### config.mk
export PLATFORM = sky130hd
export DESIGN_NAME = uart_tx_cfg
export DESIGN_NICKNAME = d
export VERILOG_FILES = /design/src/rtl/uart_pkg.sv /design/src/rtl/uart_baud_cnt.sv /design/src/rtl/uart_tx_cfg.sv
export SDC_FILE = /design/constraint.sdc
export NUM_CORES = 1
export LEC_CHECK = 0
export CAP_MARGIN = 30
export CORE_MARGIN = 5
export CORE_UTILIZATION = 55
export CTS_CLUSTER_SIZE = 24
export DETAILED_ROUTE_END_ITERATION = 8
export PLACE_DENSITY = 0.87
export SLEW_MARGIN = 20
export SYNTH_ARGS = -nofsm -noshare
export SYNTH_HDL_FRONTEND = slang
export SYNTH_SLANG_ARGS = --single-unit
### constraint.sdc
create_clock -name clk -period 4.2 [get_ports clk]
set_clock_uncertainty 0.2 [all_clocks]
set_input_delay 0.84 -clock clk [delete_from_list [all_inputs] [get_ports clk]]
set_output_delay 0.84 -clock clk [all_outputs]
set_load 0.01 [all_outputs]
### src/rtl/uart_pkg.sv
// Shared definitions for the configurable UART transmitter and future receiver.
// Latency: n/a (types and constants only).
// Backpressure: n/a.
package uart_pkg;

   // Parity modes. Mode 2'b11 is not listed and is handled as no parity.
   localparam logic [1:0] PAR_NONE = 2'b00;
   localparam logic [1:0] PAR_EVEN = 2'b01;
   localparam logic [1:0] PAR_ODD  = 2'b10;

   // Divisor used when the requested divisor is below 2 (50 MHz / 115200).
   localparam int DIV_RST = 434;

   // Transmitter frame state encoding.
   typedef enum logic [2:0] {
      IDLE   = 3'd0,
      START  = 3'd1,
      DATA   = 3'd2,
      PARITY = 3'd3,
      STOP   = 3'd4
   } state_t;

endpackage

### src/rtl/uart_baud_cnt.sv
// Loadable bit-period counter: counts 0..div-1 while enabled and pulses bit_tick at div-1.
// Latency: bit_tick is combinational from the count register; first tick div clocks after en rises.
// Backpressure: none; clearing en holds the count at zero.
module uart_baud_cnt #(
   parameter int DIV_W = 16
) (
   input  logic             clk,
   input  logic             rst,
   input  logic             en,
   input  logic [DIV_W-1:0] div,
   output logic             bit_tick
);

   logic [DIV_W-1:0] cnt;

   assign bit_tick = en && (cnt == div - 1'b1);

   // Count clocks within the current bit; restart at zero on each tick or when disabled.
   always_ff @(posedge clk) begin
      if (rst || !en) begin
         cnt <= '0;
      end else if (bit_tick) begin
         cnt <= '0;
      end else begin
         cnt <= cnt + 1'b1;
      end
   end

endmodule

### src/rtl/uart_tx_cfg.sv
// Runtime-configurable UART transmitter (divisor, parity, stop bits captured per frame); parity built only with UART_TX_PARITY_EN.
// Latency: start bit drives tx the clock after the accept edge; frame lasts div*(1+DATA_W+P+S) clocks.
// Backpressure: tx_din_rdy is high only in IDLE; a held tx_din_vld is accepted one clock after tx_done.
module uart_tx_cfg
   import uart_pkg::*;
#(
   parameter int DATA_W  = 8,
   parameter int DIV_W   = 16,
   parameter int DIV_RST = uart_pkg::DIV_RST
) (
   input  logic              clk,
   input  logic              rst,
   input  logic [DATA_W-1:0] tx_din,
   input  logic              tx_din_vld,
   output logic              tx_din_rdy,
   input  logic [DIV_W-1:0]  baud_div,
   input  logic [1:0]        parity_mode,
   input  logic              stop2,
   output logic              tx,
   output logic              busy,
   output logic              tx_done
);

   localparam int               BIT_W    = (DATA_W > 1) ? $clog2(DATA_W) : 1;
   localparam logic [BIT_W-1:0] LAST_BIT = BIT_W'(DATA_W - 1);
   localparam logic [DIV_W-1:0] DIV_DFLT = DIV_W'(DIV_RST);

   state_t             state;
   state_t             state_nxt;
   logic [DATA_W-1:0]  data_q;
   logic [DIV_W-1:0]   div_q;
   logic               stop2_q;
   logic [BIT_W-1:0]   bit_idx;
   logic [BIT_W-1:0]   bit_nxt;
   logic               stop_idx;
   logic               stop_nxt;
   logic               tx_nxt;
   logic               cnt_en;
   logic               bit_tick;
   logic               accept;

`ifdef UART_TX_PARITY_EN
   logic               par_en_q;
   logic               par_bit_q;
`else
   // Parity mode is accepted on the port but has no effect in this build.
   logic               unused_parity_mode;
   assign unused_parity_mode = ^parity_mode;
`endif

   assign tx_din_rdy = (state == IDLE);
   assign busy       = (state != IDLE);
   assign accept     = tx_din_vld && (state == IDLE);
   assign cnt_en     = (state != IDLE);

   uart_baud_cnt #(
      .DIV_W (DIV_W)
   ) u_baud_cnt (
      .clk      (clk),
      .rst      (rst),
      .en       (cnt_en),
      .div      (div_q),
      .bit_tick (bit_tick)
   );

   // Frame state register.
   always_ff @(posedge clk) begin
      if (rst) begin
         state <= IDLE;
      end else begin
         state <= state_nxt;
      end
   end

   // Frame sequencing: advance one field per bit period.
   always_comb begin
      state_nxt = state;
      case (state)
         IDLE: begin
            if (tx_din_vld) state_nxt = START;
         end
         START: begin
            if (bit_tick) state_nxt = DATA;
         end
         DATA: begin
            if (bit_tick && (bit_idx == LAST_BIT)) begin
`ifdef UART_TX_PARITY_EN
               state_nxt = par_en_q ? PARITY : STOP;
`else
               state_nxt = STOP;
`endif
            end
         end
`ifdef UART_TX_PARITY_EN
         PARITY: begin
            if (bit_tick) state_nxt = STOP;
         end
`endif
         STOP: begin
            if (bit_tick && (stop_idx == stop2_q)) state_nxt = IDLE;
         end
         default: state_nxt = IDLE;
      endcase
   end

   // Bit/stop indices, next line level and the frame-done pulse.
   always_comb begin
      bit_nxt  = bit_idx;
      stop_nxt = stop_idx;
      tx_done  = 1'b0;
      case (state)
         IDLE: begin
            bit_nxt  = '0;
            stop_nxt = 1'b0;
         end
         START: begin
            if (bit_tick) bit_nxt = '0;
         end
         DATA: begin
            if (bit_tick && (bit_idx != LAST_BIT)) bit_nxt = bit_idx + 1'b1;
         end
         STOP: begin
            if (bit_tick) begin
               stop_nxt = 1'b1;
               tx_done  = (stop_idx == stop2_q);
            end
         end
         default: begin
            bit_nxt  = bit_idx;
            stop_nxt = stop_idx;
         end
      endcase

      // tx is registered, so it takes the level of the bit being entered.
      tx_nxt = 1'b1;
      case (state_nxt)
         START:   tx_nxt = 1'b0;
         DATA:    tx_nxt = data_q[bit_nxt];
`ifdef UART_TX_PARITY_EN
         PARITY:  tx_nxt = par_bit_q;
`endif
         default: tx_nxt = 1'b1;
      endcase
   end

   // Line register, counters and per-frame shadow copies of the configuration.
   always_ff @(posedge clk) begin
      if (rst) begin
         tx       <= 1'b1;
         bit_idx  <= '0;
         stop_idx <= 1'b0;
         data_q   <= '0;
         div_q    <= '0;
         stop2_q  <= 1'b0;
`ifdef UART_TX_PARITY_EN
         par_en_q  <= 1'b0;
         par_bit_q <= 1'b0;
`endif
      end else begin
         tx       <= tx_nxt;
         bit_idx  <= bit_nxt;
         stop_idx <= stop_nxt;
         if (accept) begin
            data_q  <= tx_din;
            div_q   <= (baud_div < DIV_W'(2)) ? DIV_DFLT : baud_div;
            stop2_q <= stop2;
`ifdef UART_TX_PARITY_EN
            par_en_q  <= (parity_mode == PAR_EVEN) || (parity_mode == PAR_ODD);
            par_bit_q <= (parity_mode == PAR_ODD) ? ~(^tx_din) : ^tx_din;
`endif
         end
      end
   end

endmodule

* Yosys cells after proc, flatten, opt, wreduce, memory -nomap -nowiden
Index checks and enable logic that the tools add are counted.
** Storage, ports and cells
- Flip-flop bits (word level) :: 49
- Bits of input ports :: 30
- Output and inout port bits :: 4
- Word-level logic and storage cells :: 51
** Cells by class
- Add/subtract/negate cells :: 3
- Order comparisons :: 2
- Equality and inequality tests :: 10
- Multiplexer cells :: 16
- Reductions and logical operators :: 12
** Operators by type and width (number)
- $mux W3 :: 6
- $add A16 B1 Y16 const B :: 1
- $eq A16 B16 Y1 :: 1
- $lt A16 B2 Y1 const B :: 1
- $mux W16 :: 1
- $sub A16 B1 Y16 const B :: 1
- $pmux W3 S4 :: 1
- $pmux W3 S3 :: 1
- $eq A3 B1 Y1 const B :: 2
- $eq A3 B2 Y1 const B :: 2
- $eq A3 B3 Y1 const B :: 2
- $logic_and A1 B1 Y1 :: 5
- $lt A3 B4 Y1 const B :: 1
- $mux W1 :: 4
- $pmux W1 S2 :: 2
- $add A3 B1 Y3 const B :: 1
- $bmux W1 S3 :: 1
- $logic_not A3 Y1 :: 1
- $ne A3 B3 Y1 const B :: 1
- $reduce_bool A3 Y1 :: 1
- $ne A2 B2 Y1 const B :: 1
- $reduce_and A2 Y1 :: 1
- $reduce_bool A2 Y1 :: 1
- $reduce_or A2 Y1 :: 1
- other kinds (3) :: 3

* Logic depth before layout (Yosys ltp)
Gate-level depths: netlist of run 1.
- Word-level depth :: 9
- Gate-level depth with buffers :: 13
- Mapped depth without buffers :: 12

* Cells and area by module
A second synthesis of run 1 with hierarchy kept.
** Second synthesis, totals
- Cell total of the unflattened synthesis :: 360
- Area, all modules :: 2874.0 um^2
** By module, submodules not included
- uart_tx_cfg :: times used 1, cells an instance 175, area each 1458.9 um^2, seq. area each 660.6 um^2
- uart_baud_cnt :: times used 1, cells an instance 185, area each 1415.1 um^2, seq. area each 320.3 um^2

* Least setup slack after synthesis of run 1
No wires, ideal clock.
- Kind :: reg-to-reg
- From :: register div_q[2]
- To :: register tx
- Setup time :: 0.066 ns
- Arrival :: 3.174 ns
- Data required time :: 3.934 ns
- Setup slack :: 0.760 ns
- Stages on the path, launching flop included :: 13
- Buffers on the path :: 2
- Period minus slack after synthesis :: 3.440 ns
- Path through :: dfxtp_1 > buf_6 > or4_4 > buf_6 > nor3_1 > mux2_2 > nand3_1 > nand4_1 > or3_4 > a21oi_4 > mux2i_1 > mux4_2 > a21oi_2
** On the way
- Longest elaborated chain between the ends :: 9
- Elaborated cells on any way between the ends :: 18
- Classes of those cells :: 1 x add/sub; 3 x eq/ne; 10 x mux; 4 x reduce/logical
** RTL lines
- from (decl) :: line uart_tx_cfg.sv:31 : logic [DIV_W-1:0] div_q;
- from (signal assigned) :: line uart_tx_cfg.sv:165 : div_q <= (baud_div < DIV_W'(2)) ? DIV_DFLT : baud_div;
- $sub A16 B1 Y16 * :: line uart_baud_cnt.sv:16 : assign bit_tick = en && (cnt == div - 1'b1);
- $eq A16 B16 Y1 * :: line uart_baud_cnt.sv:16
- $logic_and A1 B1 Y1 * :: line uart_baud_cnt.sv:16
- $logic_and A1 B1 Y1 :: line uart_tx_cfg.sv:120 : if (bit_tick && (bit_idx != LAST_BIT)) bit_nxt = bit_idx + 1'b1;
- $mux W3 :: line uart_tx_cfg.sv:120
- $pmux W3 S3 :: line uart_tx_cfg.sv:111 : case (state)
- $bmux W1 S3 :: line uart_tx_cfg.sv:138 : DATA: tx_nxt = data_q[bit_nxt];
- $mux W1 (not written as such) :: line uart_tx_cfg.sv:138
- $pmux W1 S2 * :: line uart_tx_cfg.sv:136 : case (state_nxt)
- to (signal assigned) :: line uart_tx_cfg.sv:160 : tx <= tx_nxt;
- to (decl) :: line uart_tx_cfg.sv:19 : output logic tx,
Every way passes the cells marked *; elsewhere a longest branch is shown, timed or not. The select of a mux whose other input is x is not followed.
A chain may end at the register's enable or synchronous reset.

* Worst setup path after layout of run 1
- From :: register div_q[4]
- To :: output tx_done
** On the way
- Longest elaborated chain between the ends :: 5
** RTL lines
- $sub A16 B1 Y16 :: line uart_baud_cnt.sv:16
- $eq A16 B16 Y1 :: line uart_baud_cnt.sv:16
- $logic_and A1 B1 Y1 :: line uart_baud_cnt.sv:16
- $mux W1 :: line uart_tx_cfg.sv:123 : if (bit_tick) begin
- $mux W1 :: line uart_tx_cfg.sv:111
- to (decl) :: line uart_tx_cfg.sv:21 : output logic tx_done
No other way between the ends.

==> flow_metrics.py, run 1 <==
metrics = {
    "status": {
        "status": "completed",
    },
    "hold_path": {
        "hold_start": "data_q[1]",
        "min_path_cells": 2,
        "hold_path.class": "flip-flop to flip-flop",
        "min_to": "data_q[1]",
    },
    "drt": {
        "dr.pass1.iters": 4,
        "wl_um": 6140,
        "drc": 0,
        "via_count": 2459,
        "wl_per_cell_um": 14.2,
        "drt-initial-drc-count": 215,
        "ant_nets": 0,
        "vias_per_cell": 5.68,
    },
    "cts": {
        "cts_hold_buf": 0,
        "cts_tree": "built",
        "clk_path_buf_depth": 2,
        "clock_sinks": 49,
        "htree_levels": 2,
        "clkLatencyLatePin_ns": 0.31,
        "numCtsBuffers": 5,
        "clockRootBuffer": "clkbuf_8",
        "clk_pin_slew_ns": 0.09,
    },
    "logic_synthesis": {
        "netlist_instances": 344,
        "synthesis.area_um2": 2710,
        "synth_edf_count": 0,
        "ys.flop_type": "dfxtp_1",
        "synth_area_per_cell_um2": 7.86,
        "yosysSeqAreaShare": 0.363,
        "yosysTopAreaCellShare": 0.363,
        "synth.area.top_cells": "dfxtp_1 (36%), nand2_1 (7.5%), xor2_1 (6.5%)",
        "synth_nets": 378,
        "synth_seq_cells": 49,
        "synth_largest_area_cell": "dfxtp_1",
        "yosysWarningCount": 0,
        "synth-async-reset-ratio": 0,
        "yosysUniqueCellTypes": 50,
    },
    "power_and_ir_drop": {
        "worst_ir_drop_vdd_mv": 0.215,
        "leakagePower_nw": 1.17,
        "power_mw": 0.988,
        "pwr_density_cell_nw_per_um2": 311,
    },
    "final_layout": {
        "final_nets": 399,
        "postLayoutCoreUtil": 0.667,
        "drive_above_1_share": 0.0874,
        "antenna_cells": 0,
        "synthToLayoutAreaGrowth_pct": 17.3,
    },
    "setup_path": {
        "cp.arrival_ns": 2.71,
        "r2r_end": "tx",
        "r2r_cells": 11,
        "worstPathRequired_ns": 3.16,
        "rrSetupSlack_ns": 0.47,
        "path_class": "flip-flop to output pin",
        "endpoint_kind": "output pin",
        "timing.rr.start": "div_q[4]",
        "cp_max_fo": 7,
        "start_kind": "flip-flop",
    },
    "sta": {
        "max_freq_ghz": 0.267,
        "finalWorstSetupSlack_ns": 0.453,
        "worstMarginPinSlew_ns": 0.757,
        "fin_crit_sh": 0.892,
        "rsz0062_at_grt": "no",
        "setup_violations": 0,
        "layout_min_cycle_time_ns": 3.75,
        "slew_headroom": 0.494,
        "fin_setup_tns_ns": 0,
        "drv_slew": 0,
        "finalHoldViolCount": 0,
    },
    "grt": {
        "antenna_found_initial": 0,
        "grt_overflow_total": 0,
        "grt_max_degree": 34,
        "grtUsageTotal": 0.197,
        "grt_pass1_wl_um": 10100,
        "grt_pass1_vias": 2258,
    },
    "floorplan": {
        "io_pins": 34,
        "coreArea_um2": 4750,
        "fp.dieH_um": 80.1,
        "initial_utilization": 0.569,
        "die-width_um": 80.1,
        "rows": 25,
        "dieArea_um2": 6420,
    },
    "job": {
        "cap_violations": 0,
    },
    "placed_design": {
        "post-place-ws_ns": 0.285,
        "port_buffers": 31,
        "dpl.hpwl_um": 4490,
        "place.gp.congestion": 0.920,
    },
}
layer usage:
layer  part of all wire  vias to the layer above  global-route usage
met5                  0                        -                   0
met4              0.021                        0              0.0845
met3              0.062                       14              0.0448
met2               0.47                       69               0.324
met1               0.45                     1145               0.247
li1                   -                     1231                   -
worst max-delay path by stage:
stage	end	start	slack [ns]	depth (start not counted)
after floorplan	tx	div_q[2]	0.76	12
after global placement	tx_done	div_q[7]	0.28	8
after detailed placement	tx_done	div_q[4]	0.28	8
after CTS	tx_done	div_q[7]	0.004	8
after global routing	tx_done	div_q[4]	0.29	8
final	tx_done	div_q[4]	0.45	8
layout by cell type, fill, tap and decap left out, types with 4 or more instances in the layout:
cell,synthesis,layout
a211oi_1,6,6
a21oi_1,26,26
buf_4,0,5
clkbuf_8,0,5
clkdlybuf4s50_1,0,30
dfxtp_1,49,47
ha_1,4,4
inv_1,9,9
mux2i_1,5,5
nand2_1,54,53
nand3_1,14,14
nand4_1,8,8
nor2_1,36,36
nor3_1,15,13
nor4_1,6,5
o211ai_1,4,4
or3_1,5,5
xnor2_1,13,13
xor2_1,20,20
synth_stat cells, types with 5 or more instances:
master / number
dfxtp_1: 49
or3_1: 5
mux2i_1: 5
clkbuf_1: 18
nor4_1: 6
nand4_1: 8
a211oi_1: 6
inv_1: 9
xnor2_1: 13
nand3_1: 14
xor2_1: 20
nor3_1: 15
nor2_1: 36
nand2_1: 54
a21oi_1: 26
registers in the layout, indices dropped and copies added, names as in the netlist:
| name | cells |
|---|---|
| bit_idx | 3 |
| data_q | 8 |
| div_q | 16 |
| state | 3 |
| stop2_q | 1 |
| stop_idx | 1 |
| tx | 1 |
| u_baud_cnt.cnt | 16 |
layout make-up:
cell class | count | area, um^2
Fill cell | 389 | 1580
Sequential cell | 49 | 983
Clock inverter | 3 | 22.5
Inverter | 9 | 33.8
Multi-Input combinational cell | 264 | 1630
Clock buffer | 5 | 68.8
Tap cell | 67 | 83.8
Timing Repair Buffer | 36 | 350
worst max-delay path: stages, from the launching register on:
cell	delay, ns
dfxtp_2	0.36
or4_4	0.62
or2_1	0.31
nor3_2	0.14
xnor2_1	0.17
nand4_1	0.23
nor4_4	0.21
and3_1	0.19
dlymetal6s2s_1	0.16
where the power goes:
group / switching, mW / internal (mW) / total (mW)
sequential: 0.0221 / 0.483 / 0.506
clock: 0.164 / 0.118 / 0.282
combinational: 0.107 / 0.0930 / 0.200
cells by family after synthesis:
kind of cell	share of synthesized area
adder cells (fa/ha/maj)	0.0185
buffers and inverters	0.0490
multiplexers	0.0310
XOR/XNOR	0.107
flip-flops	0.363
AO/OA/AOI/OAI	0.135
AND/OR/NAND/NOR	0.297
through the flow:
step                cell area (um^2)  hold slack [ns]  std cells
finish                          3170            0.261        433
global route                    3170            0.283        433
CTS                             3140            0.263        433
detailed placement              3030            0.250        424
global placement                3030            0.242        424
floorplan                       2710            0.236        344
what timing repair did:
item                                    4_1_cts  5_1_grt
gates resized for setup                       1       10
gates cloned                                  0        0
pin swaps                                     1        4
endpoints found under the setup margin        1        1
buffers inserted                              1        0
(Power assumes the default switching activity.)
==> run 2, diff against run 1 <==
==> constraint.sdc (replaced) <==
create_clock -name clk -period 3.9 [get_ports clk]
set_clock_uncertainty 0.2 [all_clocks]
set_input_delay 0.78 -clock clk [delete_from_list [all_inputs] [get_ports clk]]
set_output_delay 0.78 -clock clk [all_outputs]
set_load 0.01 [all_outputs]
==> flow_metrics.py, run 2 (synthesized netlist as in run 1, its figures left out) <==
metrics = {
    "setup_path": {
        "start_kind": "flip-flop",
        "cp.arrival_ns": 2.78,
        "crit_slowest_cell": "or4_4",
        "worstPathCellList": "or4_4, or2_1, nor3_2, xnor2_1, nand4_1, nor4_4, and3_1, dlygate4sd2_1",
        "worstPathRequired_ns": 2.92,
        "cpLargestDelayFamily": "simple AND/OR/NAND/NOR gates",
        "critPathMaxStageDelay_ns": 0.60,
        "path_class": "flip-flop to output pin",
        "crit_buf_inv": 1,
        "endpoint_kind": "output pin",
        "cp_max_fo": 6,
    },
    "grt": {
        "grt_overflow_total": 0,
        "grt_pass1_vias": 2325,
        "grtUsageTotal": 0.209,
        "antenna_found_initial": 0,
        "grt_max_degree": 34,
        "grt_pass1_wl_um": 10700,
    },
    "final_layout": {
        "synthToLayoutAreaGrowth_pct": 20.4,
        "postLayoutCoreUtil": 0.685,
        "mostFrequentLayoutCells": "nand2_1 (53), dfxtp_1 (49), nor2_1 (36), clkdlybuf4s50_1 (30), a21oi_1 (26)",
        "antenna_cells": 0,
        "final_nets": 410,
        "drive_above_1_share": 0.114,
        "fillers": 370,
        "reg_top3": "div_q: 16 flops, u_baud_cnt.cnt: 16 flops, data_q: 8 flops",
        "final_common_cell": "nand2_1",
    },
    "drt": {
        "wl_met2_um": 3000,
        "wl_per_cell_um": 14.3,
        "wl_um": 6360,
        "vias_per_cell": 5.67,
        "dr.pass1.iters": 4,
        "ant_nets": 0,
        "dr.max_layer_used": "met4",
        "met1_length_um": 2780,
        "drt-initial-drc-count": 311,
        "drc": 0,
        "wl_met3_um": 420,
        "via_count": 2517,
    },
    "sta": {
        "setup_violations": 0,
        "max_freq_ghz": 0.266,
        "slew_headroom": 0.478,
        "fin_setup_tns_ns": 0,
        "worstMarginPinSlew_ns": 0.781,
        "finalHoldViolCount": 0,
        "layout_min_cycle_time_ns": 3.76,
        "fin_crit_sh": 0.965,
        "finalWorstSetupSlack_ns": 0.136,
        "drv_slew": 0,
    },
    "cts": {
        "htree_levels": 2,
        "clockRootBuffer": "clkbuf_8",
        "cts_tree": "built",
        "clkLatencyLatePin_ns": 0.31,
        "clk_path_buf_depth": 2,
        "numCtsBuffers": 5,
        "cts_hold_buf": 0,
        "clock_sinks": 49,
        "clk_pin_slew_ns": 0.10,
    },
    "hold_path": {
        "hold_path.class": "flip-flop to flip-flop",
    },
    "power_and_ir_drop": {
        "leakagePower_nw": 1.21,
        "clkPwrFrac": 0.281,
        "netSwitchingFraction": 0.297,
        "worst_ir_drop_vdd_mv": 0.285,
        "p_switching_mw": 0.321,
        "p_int_mw": 0.759,
        "pwr_density_cell_nw_per_um2": 332,
        "combPwrFrac": 0.222,
        "p_seq_frac": 0.497,
    },
    "placed_design": {
        "post-place-ws_ns": 0.0516,
        "dpl.hpwl_um": 4670,
        "port_buffers": 31,
        "place.gp.congestion": 0.867,
    },
    "job": {
        "cap_violations": 0,
    },
    "floorplan": {
        "rows": 25,
        "initial_utilization": 0.569,
        "io_pins": 34,
        "dieArea_um2": 6420,
        "die-width_um": 80.1,
        "coreArea_um2": 4750,
        "fp.dieH_um": 80.1,
    },
    "status": {
        "status": "completed",
    },
}
run 2: changes by cell type in the layout (fill, tap and decap cells not counted), moves of 2 or more:
cell	previous run	this run
clkinv_4	2	0
buf_4	5	16
dfxtp_2	2	0
dfxtp_1	47	49
run 2: stage by stage:
stage / cell area, um^2 / power [mW] / hold slack [ns] / instances
CTS: 3210 / 1.07 / 0.262 / 442
detailed placement: 3100 / 0.768 / 0.248 / 433
floorplan: 2710 / 0.692 / 0.236 / 344
global route: 3260 / 1.13 / 0.280 / 444
finish: 3260 / 1.08 / 0.263 / 444
global placement: 3100 / 0.760 / 0.241 / 433
run 2: repair_timing:
action	in CTS	in global routing
pin swaps	2	3
setup endpoints to repair	1	1
resized for setup	4	7
endpoints found under the hold margin	0	0
buffers inserted	1	2
run 2: power by group through the flow:
stage | registers [mW] | clock network, mW | logic, mW
5_1_grt | 0.540 | 0.325 | 0.261
3_3_place_gp | 0.547 | 0 | 0.213
6_report | 0.537 | 0.304 | 0.240
2_1_floorplan | 0.547 | 0 | 0.145
3_5_place_dp | 0.548 | 0 | 0.220
4_1_cts | 0.536 | 0.309 | 0.226
run 2: final timing paths:
| kind | startpoint | end | slack, ns | cells after the start |
|---|---|---|---|---|
| worst min-delay path | data_q[1] | data_q[1] | 0.26 | 2 |
| worst max register to register | div_q[3] | tx | 0.24 | 11 |
| worst min register to register | data_q[1] | data_q[1] | 0.26 | 2 |
| worst max-delay path | div_q[3] | tx_done | 0.14 | 8 |
run 2: metal layers:
metal	vias up	global-route usage
met2	76	0.339
met1	1175	0.276
met3	17	0.0359
met4	0	0.0845
met5	-	0
li1	1249	-
run 2: tightest hold or removal path, cell delays in order (launching register included):
cell	delay (ns)
dfxtp_1	0.32
nand2_1	0.05
a21oi_1	0.05
run 2: area by class of cell:
type                       instances  area [um^2]  area share
clock inverter                     3         21.3     0.00653
clock buffer                       5         68.8      0.0211
inverter                           9         33.8      0.0104
sequential                        49          981       0.301
timing repair buffer              47          429       0.132
multi-input combinational        264         1640       0.503
tap                               67         83.8      0.0257
==> run 3, diff against run 2 <==
--- a/config.mk
+++ b/config.mk
@@ -6,7 +6,6 @@
 export NUM_CORES = 1
 export LEC_CHECK = 0
 export CAP_MARGIN = 30
-export CORE_MARGIN = 5
 export CORE_UTILIZATION = 55
 export CTS_CLUSTER_SIZE = 24
 export DETAILED_ROUTE_END_ITERATION = 8
==> flow_metrics.py, run 3 (synthesized netlist as in run 1, its figures left out) <==
metrics = {
    "status": {
        "status": "finished, violations left",
        "violations": "design-rule violations",
    },
    "grt": {
        "use_met1": 0.333,
        "gr-usage-met2": 0.449,
        "grt_util_met3": 0.0403,
        "busiest_layer": "met2",
        "grt_pass1_wl_um": 10700,
        "grtUsageTotal": 0.261,
        "grt_pass1_vias": 2393,
        "grt_max_degree": 34,
        "antenna_found_initial": 0,
        "grt_overflow_total": 0,
    },
    "final_layout": {
        "fillers": 386,
        "final_common_cell": "nand2_1",
        "postLayoutCoreUtil": 0.686,
        "antenna_cells": 0,
        "seq_area_um2": 982,
        "mostFrequentLayoutCells": "nand2_1 (54), dfxtp_1 (48), nor2_1 (36), clkdlybuf4s50_1 (30), a21oi_1 (26)",
        "multiInputGateArea_um2": 1620,
        "reg_top3": "div_q: 16 flops, u_baud_cnt.cnt: 16 flops, data_q: 8 flops",
        "drive_above_1_share": 0.108,
        "synthToLayoutAreaGrowth_pct": 19.8,
        "final_nets": 411,
    },
    "power_and_ir_drop": {
        "p_seq_frac": 0.506,
        "clkPwrFrac": 0.279,
        "p_switching_mw": 0.310,
        "leakagePower_nw": 1.21,
        "combPwrFrac": 0.215,
        "pwr_density_cell_nw_per_um2": 328,
        "netSwitchingFraction": 0.292,
        "p_int_mw": 0.753,
        "worst_ir_drop_vdd_mv": 0.256,
    },
    "sta": {
        "rsz0062_at_grt": "no",
        "setup_violations": 0,
        "slew_headroom": 0.496,
        "drv_slew": 0,
        "fin_setup_tns_ns": 0,
        "layout_min_cycle_time_ns": 3.81,
        "max_freq_ghz": 0.262,
        "fin_crit_sh": 0.978,
        "worstMarginPinSlew_ns": 0.754,
        "finalHoldViolCount": 0,
    },
    "cts": {
        "clock_sinks": 49,
        "clockRootBuffer": "clkbuf_8",
        "clk_pin_slew_ns": 0.09,
        "cts_hold_buf": 0,
        "cts_tree": "built",
        "numCtsBuffers": 5,
        "clkLatencyLatePin_ns": 0.31,
        "clk_path_buf_depth": 2,
        "htree_levels": 2,
    },
    "floorplan": {
        "die-width_um": 72.1,
        "fp.dieH_um": 72.1,
        "io_pins": 34,
        "rows": 25,
        "initial_utilization": 0.573,
        "dieArea_um2": 5200,
        "coreArea_um2": 4720,
    },
    "setup_path": {
        "rrSetupSlack_ns": 0.21,
        "start_kind": "flip-flop",
        "cpLargestDelayFamily": "simple AND/OR/NAND/NOR gates",
        "cp_max_fo": 6,
        "worstPathCellList": "or4_4, nor3_2, xnor2_1, a221oi_1, nand4_1, nor4_2, and3_1, dlygate4sd2_1",
        "endpoint_kind": "output pin",
        "timing.rr.start": "div_q[3]",
        "critPathMaxStageDelay_ns": 0.62,
        "crit_buf_inv": 1,
        "r2r_end": "tx",
        "path_class": "flip-flop to output pin",
        "crit_slowest_cell": "or4_4",
        "r2r_cells": 11,
        "worstPathRequired_ns": 2.92,
        "cp.arrival_ns": 2.83,
    },
    "hold_path": {
        "hold_path.class": "flip-flop to flip-flop",
        "min_path_cells": 2,
        "hold_start": "data_q[0]",
        "min_to": "data_q[0]",
    },
    "drt": {
        "wl_um": 6330,
        "drt-initial-drc-count": 197,
        "drc": 2,
        "via_count": 2523,
        "vias_per_cell": 5.67,
        "wl_per_cell_um": 14.2,
        "ant_nets": 0,
        "dr.pass1.iters": 7,
    },
    "placed_design": {
        "dpl.hpwl_um": 4670,
        "port_buffers": 31,
        "place.gp.congestion": 0.880,
    },
    "job": {
        "cap_violations": 0,
    },
}
==> run 3: timing repair <==
action                                  in CTS  in global routing
endpoints found under the setup margin       1                  1
pin swaps                                    4                  2
gates resized for setup                      7                  1
setup buffers                                7                  0
==> run 3: how the worst max path moves through the flow <==
stage	start	end	slack, ns	cells after the start
floorplan	div_q[2]	tx	0.46	12
detailed placement	div_q[0]	tx_done	0.05	10
CTS	div_q[3]	tx_done	0.21	9
global route	div_q[3]	tx_done	0.02	8
finish	div_q[3]	tx_done	0.09	8
global placement	div_q[0]	tx_done	0.12	10
==> run 3: power by group through the flow <==
stage / registers, mW / clock network (mW) / logic [mW]
final: 0.538 / 0.297 / 0.229
after global routing: 0.541 / 0.318 / 0.251
after CTS: 0.538 / 0.299 / 0.225
after detailed placement: 0.550 / 0 / 0.214
after global placement: 0.549 / 0 / 0.207
after floorplan: 0.547 / 0 / 0.145
==> run 3: metrics by stage <==
step	setup slack (ns)	total power, mW	area, um^2	hold WS, ns	instances
final	0.0862	1.06	3240	0.258	445
after global routing	0.0152	1.11	3240	0.291	445
after CTS	0.207	1.06	3240	0.260	445
after detailed placement	0.0519	0.764	3080	0.251	430
after global placement	0.117	0.755	3080	0.241	430
after floorplan	0.460	0.692	2710	0.236	344
==> run 3: worst register-to-register path, stage by stage, from the launching register on <==
cell	delay (ns)
dfxtp_1	0.32
or4_4	0.62
nor3_2	0.21
xnor2_1	0.11
a221oi_1	0.30
nand4_1	0.20
buf_4	0.19
o31ai_1	0.51
a21oi_4	0.16
mux2i_1	0.16
mux4_2	0.50
a21oi_2	0.15
==> run 3: per-layer routing <==
layer	share of wire	routed length [um]
met1	0.45	2820
met2	0.49	3090
met3	0.052	331
met4	0.014	86
met5	0	0
==> run 3: cell type report <==
cell class,instances,area share
tap,67,0.0259
clock inverter,2,0.00463
sequential,49,0.303
timing repair buffer,48,0.135
clock buffer,6,0.0224
inverter,9,0.0104
multi-input combinational,264,0.499
